File: config.mk
export PLATFORM = sky130hd
export DESIGN_NAME = boot_load_ctrl_flat
export DESIGN_NICKNAME = d
export VERILOG_FILES = /design/src/rtl/boot_load_ctrl_if.sv /design/src/rtl/boot_load_ctrl.sv /design/src/flat_wrapper.sv
export SDC_FILE = /design/constraint.sdc
export NUM_CORES = 1
export LEC_CHECK = 0
export CAP_MARGIN = 5
export CORE_ASPECT_RATIO = 0.9
export CORE_MARGIN = 4
export CORE_UTILIZATION = 58
export DETAILED_ROUTE_END_ITERATION = 6
export PLACE_DENSITY_LB_ADDON = 0.12
export SLEW_MARGIN = 20
export SYNTH_ARGS = -nofsm -noshare
export SYNTH_HDL_FRONTEND = slang
export SYNTH_SLANG_ARGS = --single-unit
File: constraint.sdc
create_clock -name clk -period 3.73 [get_ports clk]
set_input_delay 0.5595 -clock clk [delete_from_list [all_inputs] [get_ports clk]]
set_output_delay 0.5595 -clock clk [all_outputs]
set_load 0.01 [all_outputs]
File: src/rtl/boot_load_ctrl_if.sv
// Byte-source handshake plus instruction-memory byte-write port of the boot loader.
// The controller uses the slave modport; the byte source / memory side uses master.
interface boot_load_ctrl_if;
  logic        rx_valid;
  logic [7:0]  rx_data;
  logic        rx_ready;
  logic        boot_wr_en;
  logic [31:0] boot_wr_addr;
  logic [7:0]  boot_wr_data;

  modport master (
    output rx_valid,
    output rx_data,
    input  rx_ready,
    input  boot_wr_en,
    input  boot_wr_addr,
    input  boot_wr_data
  );

  modport slave (
    input  rx_valid,
    input  rx_data,
    output rx_ready,
    output boot_wr_en,
    output boot_wr_addr,
    output boot_wr_data
  );
endinterface

File: src/rtl/boot_load_ctrl.sv
// Boot loader: receives a framed image (sync, LE length, payload, checksum) one byte at a time,
// writes the payload into instruction memory and releases the core once the checksum matches.
module boot_load_ctrl #(
  parameter logic [31:0] BASE_ADDR      = 32'h0000_0000,
  parameter int unsigned MAX_BYTES      = 4096,
  parameter int unsigned TIMEOUT_CYCLES = 1_000_000
) (
  input  logic            clk,
  input  logic            reset,
  boot_load_ctrl_if.slave bus,
  output logic            core_reset,
  output logic            boot_done,
  output logic            boot_error
);

  localparam logic [2:0] StIdle  = 3'd0;
  localparam logic [2:0] StLen   = 3'd1;
  localparam logic [2:0] StLoad  = 3'd2;
  localparam logic [2:0] StCheck = 3'd3;
  localparam logic [2:0] StDone  = 3'd4;
  localparam logic [2:0] StError = 3'd5;

  localparam logic [7:0]  SyncByte = 8'hA5;
  localparam logic [31:0] MaxLen   = 32'(MAX_BYTES);
  localparam int unsigned TmoW     = $clog2(TIMEOUT_CYCLES + 1);
  // Value of the idle counter one cycle before it reaches TIMEOUT_CYCLES.
  localparam logic [TmoW-1:0] TmoLast = TmoW'(TIMEOUT_CYCLES - 1);

  logic [2:0]      state_q, state_d;
  logic [1:0]      len_cnt_q, len_cnt_d;
  logic [31:0]     len_q, len_d;
  logic [31:0]     index_q, index_d;
  logic [7:0]      sum_q, sum_d;
  logic [TmoW-1:0] tmo_q, tmo_d;
  logic            wr_en_q, wr_en_d;
  logic [31:0]     wr_addr_q, wr_addr_d;
  logic [7:0]      wr_data_q, wr_data_d;

  logic        rx_ready;
  logic        accept;
  logic        timer_on;
  logic        tmo_hit;
  logic [31:0] len_full;

  assign rx_ready = (state_q == StIdle) || (state_q == StLen) ||
                    (state_q == StLoad) || (state_q == StCheck);
  assign accept   = bus.rx_valid && rx_ready;
  assign timer_on = (state_q == StLen) || (state_q == StLoad) || (state_q == StCheck);
  // An accepted byte in the same cycle always beats the timeout.
  assign tmo_hit  = timer_on && !accept && (tmo_q == TmoLast);
  // Length arrives LSB first, so shift each new byte in at the top.
  assign len_full = {bus.rx_data, len_q[31:8]};

  always_comb begin
    state_d   = state_q;
    len_cnt_d = len_cnt_q;
    len_d     = len_q;
    index_d   = index_q;
    sum_d     = sum_q;
    wr_en_d   = 1'b0;
    wr_addr_d = wr_addr_q;
    wr_data_d = wr_data_q;

    case (state_q)
      StIdle: begin
        if (accept && (bus.rx_data == SyncByte)) begin
          state_d   = StLen;
          len_cnt_d = 2'd0;
          len_d     = 32'd0;
        end
      end
      StLen: begin
        if (accept) begin
          len_d     = len_full;
          len_cnt_d = len_cnt_q + 2'd1;
          if (len_cnt_q == 2'd3) begin
            if ((len_full == 32'd0) || (len_full > MaxLen)) begin
              state_d = StError;
            end else begin
              state_d = StLoad;
              index_d = 32'd0;
              sum_d   = 8'd0;
            end
          end
        end
      end
      StLoad: begin
        if (accept) begin
          wr_en_d   = 1'b1;
          wr_addr_d = BASE_ADDR + index_q;
          wr_data_d = bus.rx_data;
          index_d   = index_q + 32'd1;
          sum_d     = sum_q + bus.rx_data;
          if (index_q == (len_q - 32'd1)) begin
            state_d = StCheck;
          end
        end
      end
      StCheck: begin
        if (accept) begin
          state_d = (bus.rx_data == sum_q) ? StDone : StError;
        end
      end
      StDone, StError: begin
        state_d = state_q;
      end
      default: begin
        state_d = StIdle;
      end
    endcase

    if (tmo_hit) begin
      state_d = StError;
    end
  end

  // Counter is held at zero outside the framed states, which also clears it on entry to LEN.
  always_comb begin
    if (!timer_on || accept) begin
      tmo_d = '0;
    end else begin
      tmo_d = tmo_q + 1'b1;
    end
  end

  always_ff @(posedge clk) begin
    if (reset) begin
      state_q   <= StIdle;
      len_cnt_q <= 2'd0;
      len_q     <= 32'd0;
      index_q   <= 32'd0;
      sum_q     <= 8'd0;
      tmo_q     <= '0;
      wr_en_q   <= 1'b0;
      wr_addr_q <= BASE_ADDR;
      wr_data_q <= 8'd0;
    end else begin
      state_q   <= state_d;
      len_cnt_q <= len_cnt_d;
      len_q     <= len_d;
      index_q   <= index_d;
      sum_q     <= sum_d;
      tmo_q     <= tmo_d;
      wr_en_q   <= wr_en_d;
      wr_addr_q <= wr_addr_d;
      wr_data_q <= wr_data_d;
    end
  end

  assign bus.rx_ready     = rx_ready;
  assign bus.boot_wr_en   = wr_en_q;
  assign bus.boot_wr_addr = wr_addr_q;
  assign bus.boot_wr_data = wr_data_q;

  assign core_reset = (state_q != StDone);
  assign boot_done  = (state_q == StDone);
  assign boot_error = (state_q == StError);

  done_error_exclusive: assert property (@(posedge clk) disable iff (reset)
    !(boot_done && boot_error));
  no_write_when_stopped: assert property (@(posedge clk) disable iff (reset)
    (boot_done || boot_error) |=> !(bus.boot_wr_en && $past(boot_done || boot_error)));

endmodule

File: src/flat_wrapper.sv
// flat-port wrapper written by rule: the top's interface ports become plain ports
module boot_load_ctrl_flat 
#(
  parameter logic [31:0] BASE_ADDR      = 32'h0000_0000,
  parameter int unsigned MAX_BYTES      = 4096,
  parameter int unsigned TIMEOUT_CYCLES = 1_000_000
)
  (clk, reset, core_reset, boot_done, boot_error, bus_rx_valid, bus_rx_data, bus_rx_ready, bus_boot_wr_en, bus_boot_wr_addr, bus_boot_wr_data);
  boot_load_ctrl_if bus_i ();
  input  logic clk;
  input  logic reset;
  output logic core_reset;
  output logic boot_done;
  output logic boot_error;
  input wire logic [$bits(bus_i.rx_valid)-1:0] bus_rx_valid;
  input wire logic [$bits(bus_i.rx_data)-1:0] bus_rx_data;
  output wire logic [$bits(bus_i.rx_ready)-1:0] bus_rx_ready;
  output wire logic [$bits(bus_i.boot_wr_en)-1:0] bus_boot_wr_en;
  output wire logic [$bits(bus_i.boot_wr_addr)-1:0] bus_boot_wr_addr;
  output wire logic [$bits(bus_i.boot_wr_data)-1:0] bus_boot_wr_data;
  assign bus_i.rx_valid = bus_rx_valid;
  assign bus_i.rx_data = bus_rx_data;
  assign bus_rx_ready = bus_i.rx_ready;
  assign bus_boot_wr_en = bus_i.boot_wr_en;
  assign bus_boot_wr_addr = bus_i.boot_wr_addr;
  assign bus_boot_wr_data = bus_i.boot_wr_data;
  boot_load_ctrl #(.BASE_ADDR(BASE_ADDR), .MAX_BYTES(MAX_BYTES), .TIMEOUT_CYCLES(TIMEOUT_CYCLES)) u_core (.clk(clk), .reset(reset), .bus(bus_i), .core_reset(core_reset), .boot_done(boot_done), .boot_error(boot_error));
endmodule
* Word-level counts from Yosys, hierarchy flattened
Cells that the tools add are included.
** Operators by class
- $lt $le $gt $ge :: 1
- Bitwise logic cells :: 2
- Reductions and logical operators :: 26
- Mux-type cells :: 27
- $add $sub $neg :: 5
- Equal/unequal tests :: 25
** Operator list (number)
- 32-bit two-way mux :: 6
- 32-bit case mux with 2 select lines :: 2
- 32-bit by 1-bit adder with 32-bit output (second input constant) :: 1
- 32-bit equality test :: 1
- 32-bit by 13-bit greater-than comparator with 1-bit output (second input constant) :: 1
- 32-bit zero test :: 1
- 8-bit two-way mux :: 4
- 32-bit by 1-bit subtractor with 32-bit output (second input constant) :: 1
- 3-bit two-way mux :: 8
- 20-bit by 1-bit adder with 20-bit output (second input constant) :: 1
- 20-bit equality test (second input constant) :: 1
- 8-bit case mux with 2 select lines :: 1
- 3-bit case mux with 5 select lines :: 1
- 7-bit AND reduction :: 2
- 3-bit by 1-bit inequality test with 1-bit output (second input constant) :: 3
- 3-bit by 2-bit inequality test with 1-bit output (second input constant) :: 3
- 8-bit adder :: 1
- 8-bit equality test :: 1
- 8-bit equality test (second input constant) :: 1
- 2-bit by 1-bit inequality test with 1-bit output (second input constant) :: 4
- 2-bit inequality test (second input constant) :: 4
- 2-bit OR reduction :: 4
- 1-bit logical OR :: 7
- 3-bit by 2-bit equality test with 1-bit output (second input constant) :: 2
- other kinds (16) :: 25
** Word-level totals
- Register bits :: 138

* Logic depth before layout (Yosys ltp)
- Depth after elaboration :: 10
- Mapped depth :: 11
- Gate-level depth less buffers :: 10

* Least setup slack after synthesis
Ideal clock, no wire load.
- Path kind :: reg2reg
- From :: register u_core.len_q[11]
- To :: register u_core.index_q[27]
- Stages on the path, launching flop included :: 11
- Data required time :: 3.659 ns
- Arrival time :: 2.956 ns
- Clock period less this slack :: 3.027 ns
- Path buffers :: 3
- Setup slack :: 0.703 ns
- Cell sequence :: dfxtp_1 -> or3_1 -> buf_2 -> or4_4 -> buf_6 -> xnor2_1 -> o41ai_2 -> nand4bb_1 -> clkbuf_1 -> or4_1 -> a21oi_1
** On the way
- Longest elaborated chain between the ends :: 4
** RTL lines
- start, declared :: RTL line boot_load_ctrl.sv:31 : logic [31:0] len_q, len_d;
- start signal, assigned :: RTL line boot_load_ctrl.sv:140 : len_q <= len_d;
- 32-bit by 13-bit greater-than comparator with 1-bit output / 32-bit zero test (equally long branches) :: RTL line boot_load_ctrl.sv:77 : if ((len_full == 32'd0) || (len_full > MaxLen)) begin
- 1-bit logical OR (*) :: RTL line boot_load_ctrl.sv:77
- 2-bit inequality test (no line) (*)
- 5-bit AND reduction (no line) (*)
- end signal, assigned :: RTL line boot_load_ctrl.sv:141 : index_q <= index_d;
- end, declared :: RTL line boot_load_ctrl.sv:32 : logic [31:0] index_q, index_d;
Every way passes the cells marked *; elsewhere a longest branch is shown, timed or not.
A chain may end at the register's enable or synchronous reset.

* Final worst setup path
Same ends and word-level chain as after synthesis.

==> run summary <==
For this design the ratio of total power to cell area is 402 mW/mm^2. The total detailed-routing wirelength came out at 17800 um. The cell area after placement is 0.00754 mm^2.

Measured on the finished design, the core utilization comes to 0.705. The instance count of the mapped netlist is 853. The routed wirelength normalized by instance count came out at 16.8 um. After clock tree synthesis, the clock-pin slew on the worst setup and hold paths is 0.05 ns. The overall routing resource usage came out at 0.269. The clock latency on the worst-skew pair came out at 0.42 ns. The sequential-to-total area share from yosys stat is 0.404. Counting flops with an async set or reset pin after synthesis yields a share of 0. The run finished with clean final reports. Of the post-synthesis cell area, the dominant cell type holds 0.404. For this run, design rule violations remaining after detail routing come to 0. Across the routed clock network, the largest skew measured is 0.00427 ns. The largest single stage delay on the critical path is 0.63 ns. The remaining max-slew budget at the tightest pin is 0.492. Counting the fill cells in the layout gives 972. The number of buffers and inverters on the critical path is 2. The capturing element type of the critical path is a register. The kind of launch point of the worst setup path is a register. The first-pass GRT wire length came out at 29500 um. The longest clock path from root to sink contains 2 buffers.

The most common cell after layout, fill and taps aside is dfxtp_1. The via count came out at 6194. Post-CTS repair changed the size of 0 cells. The simple-gate share of the synthesized area is 0.264.

The height of the die is 111 um. The kind of cell adding the most delay to the critical path is simple AND/OR/NAND/NOR gates. The setup TNS came out at 0 ns. The complex-gate fraction of the synthesized area is 0.135. The post-synth design cell area is 0.00684 mm^2. Along the worst path, the maximum fanout reaches 9. For this run, the post-layout net count is 913. The mean number of vias per cell is 5.85. The number of global-route vias before repair was 5991. After synthesis, the largest family of logic cells by area is simple AND/OR/NAND/NOR gates. Yosys printed 0 warnings.

The number of enable flip-flop cells after synthesis came out at 0. In this run the post-CTS setup repair buffer count came out at 0. The HPWL after detailed placement is 12300 um.

In the layout the commonest cells are dfxtp_1 (138), nor2_1 (124), nand2_1 (114), xnor2_1 (68), a21oi_1 (59). The critical path is of the reg2reg type. Of the post-synthesis cell area, the part taken by muxes is 0.00750. The clock sink total is 138. The fraction of final layout cells sized beyond drive strength 1 came out at 0.0698. The number of buffers inserted for hold repair after clock tree synthesis came out at 0. Walking the worst path, the cells encountered are or3_1 > or4_4 > xnor2_1 > o41ai_2 > buf_4 > nand4bb_1 > buf_4 > or4_1 > a21oi_1. The area growth from synthesis to layout is 18.4%. The xor/xnor cell area share of the yosys netlist is 0.123. The number of distinct standard cells referenced by the synthesized netlist came out at 54.

The first-pass detailed-route iteration total is 6. The remaining global-route overflow came out at 0. The final weighted congestion in routability-driven placement is 0.964.

For this configuration, the core starts out at a cell density of 0.596. The number of nets in the synthesized netlist is 876. Of the total synthesized cell area, the portion taken by full adders, half adders and majority gates is 0.0231. The slew at the pin closest to its max-slew limit came out at 0.760 ns. Setup repair after global routing left no endpoint under its margin. The number of core rows is 37. In this design, the critical path's most frequently occurring cell is buf_4. The hold slack came out at 0.451 ns. The number of max-slew violations in the final report is 0. The area of the die is 0.0136 mm^2. The required time at the worst-slack endpoint came out at 4.08 ns. The total of endpoints with negative setup slack in the final report is 0. The maximum number of pins on one net before global-route repair came out at 57. The post-synthesis sequential element count came out at 138.

Sorting the synthesized cells by area gives the leading types as dfxtp_1 (40%), xnor2_1 (8.7%), nor2_1 (6.9%), nand2_1 (6.3%), a22oi_1 (4.4%). The number of maximum-capacitance constraint violations is 0. The biggest area contributor in the post-synthesis netlist is dfxtp_1. The H-tree was split into 4 levels. IR analysis of the VDD net gives a maximum drop of 0.312 mV. The number of antenna violations at the first check in global routing is 0. The kind of path behind the tightest hold check is reg2reg. Counting buffers and inverters, the worst setup path is 9 cells deep. The count of nets left with antenna violations once routing finished came out at 0. The root buffer cell chosen for the clock tree is clkbuf_16. The final hold violation count is 0. TritonCTS built the clock tree. The number of cells traversed by the worst hold path is 2.

The leakage dissipation came out at 2.79 nW. The finished cells cover 0.00810 mm^2. The width of the die came out at 122 um.

The count of antenna diodes in the layout is 0. The core area is 0.0115 mm^2. The most instantiated flip-flop cell in the synthesis netlist is dfxtp_1.

The starting DRC count in detailed routing came out at 521. The final period demand of the worst path is 3.21 ns. The arrival time of data at the critical path endpoint is 3.56 ns. The logic depth of the worst register-to-register path is 9. The boundary pin count is 56.

The maximum frequency from static timing analysis is 312 MHz. Among all stages on the critical path, the largest delay is contributed by or4_4. Of the available clock period, the critical path in the final layout requires 0.860. Buffers placed on the I/O ports in this run total 55. The number of buffers inserted during clock tree synthesis is 17. The average footprint of a synthesized cell came out at 8.02 um^2. The sum of internal, switching and leakage power is 3.26 mW.
[registers in the layout (all words and copies together) (netlist names)]
register	count
u_core.tmo_q	20
u_core.len_q	32
u_core.len_cnt_q	2
u_core.state_q	3
u_core.bus.boot_wr_addr	32
u_core.bus.boot_wr_en	1
u_core.index_q	32
u_core.bus.boot_wr_data	8
u_core.sum_q	8
[cells by family after synthesis]
family / after synthesis
and+or+nand+nor: 383
AOI/OAI and AO/OA: 143
DFF: 138
xor gates and xnor gates: 96
buffers and inverters: 76
adders and majority gates: 12
muxes: 5
[area by class of cell]
class / count / area [um^2] / area share
flip-flops and latches: 138 / 2760 / 0.341
multi-input cells: 639 / 3800 / 0.469
clock inverters: 7 / 65.1 / 0.00803
inverters: 19 / 71.3 / 0.00881
clock buffers: 25 / 495 / 0.0612
well taps: 156 / 195 / 0.0241
repair buffers: 75 / 708 / 0.0875
[cell usage after synthesis (6+ instances only)]
master,count
xnor2_1,68
or4_1,8
nand3_1,22
nand4_1,14
a22oi_1,40
nor3_1,24
ha_1,11
nor2_1,126
nand2_1,114
nor4_1,24
clkbuf_1,52
o31ai_1,6
xor2_1,28
or3_1,17
inv_1,19
o21ai_0,14
dfxtp_1,138
a21oi_1,59
[per-layer routing]
metal | GRT usage | part of all wire | routed length (um)
met1 | 0.350 | 0.44 | 7860
met2 | 0.442 | 0.49 | 8660
met3 | 0.0668 | 0.060 | 1060
met4 | 0.0724 | 0.012 | 205
met5 | 0 | 0 | 0
[stage by stage]
stage                     setup slack, ns  cells
after floorplan                     0.703    853
after detailed placement            0.349   1027
after CTS                           0.531   1059
final                               0.524   1059
after global routing                0.360   1059
after global placement              0.396   1027
[power by group]
group | leakage [nW] | switching (mW) | internal (mW)
sequential | 1.11 | 0.0150 | 1.48
combinational | 1.41 | 0.117 | 0.0659
clock | 0.273 | 0.595 | 0.982
[worst reg2reg max path, delay by kind of cell, from the launching register on]
kind                      cells  cell delay (ns)
DFF                           1             0.37
AOI/OAI and AO/OA             2             0.47
xor gates and xnor gates      1             0.18
buffers and inverters         2             0.38
and+or+nand+nor               4             1.74
[final timing paths]
path                                    start                          end  slack [ns]
setup reg to reg             u_core.len_q[11]           u_core.index_q[27]        0.52
hold reg to reg   u_core.bus.boot_wr_addr[10]  u_core.bus.boot_wr_addr[10]        0.45
setup / recovery             u_core.len_q[11]           u_core.index_q[27]        0.52
hold / removal    u_core.bus.boot_wr_addr[10]  u_core.bus.boot_wr_addr[10]        0.45
No activity file was read; power rests on OpenSTA's default activity.
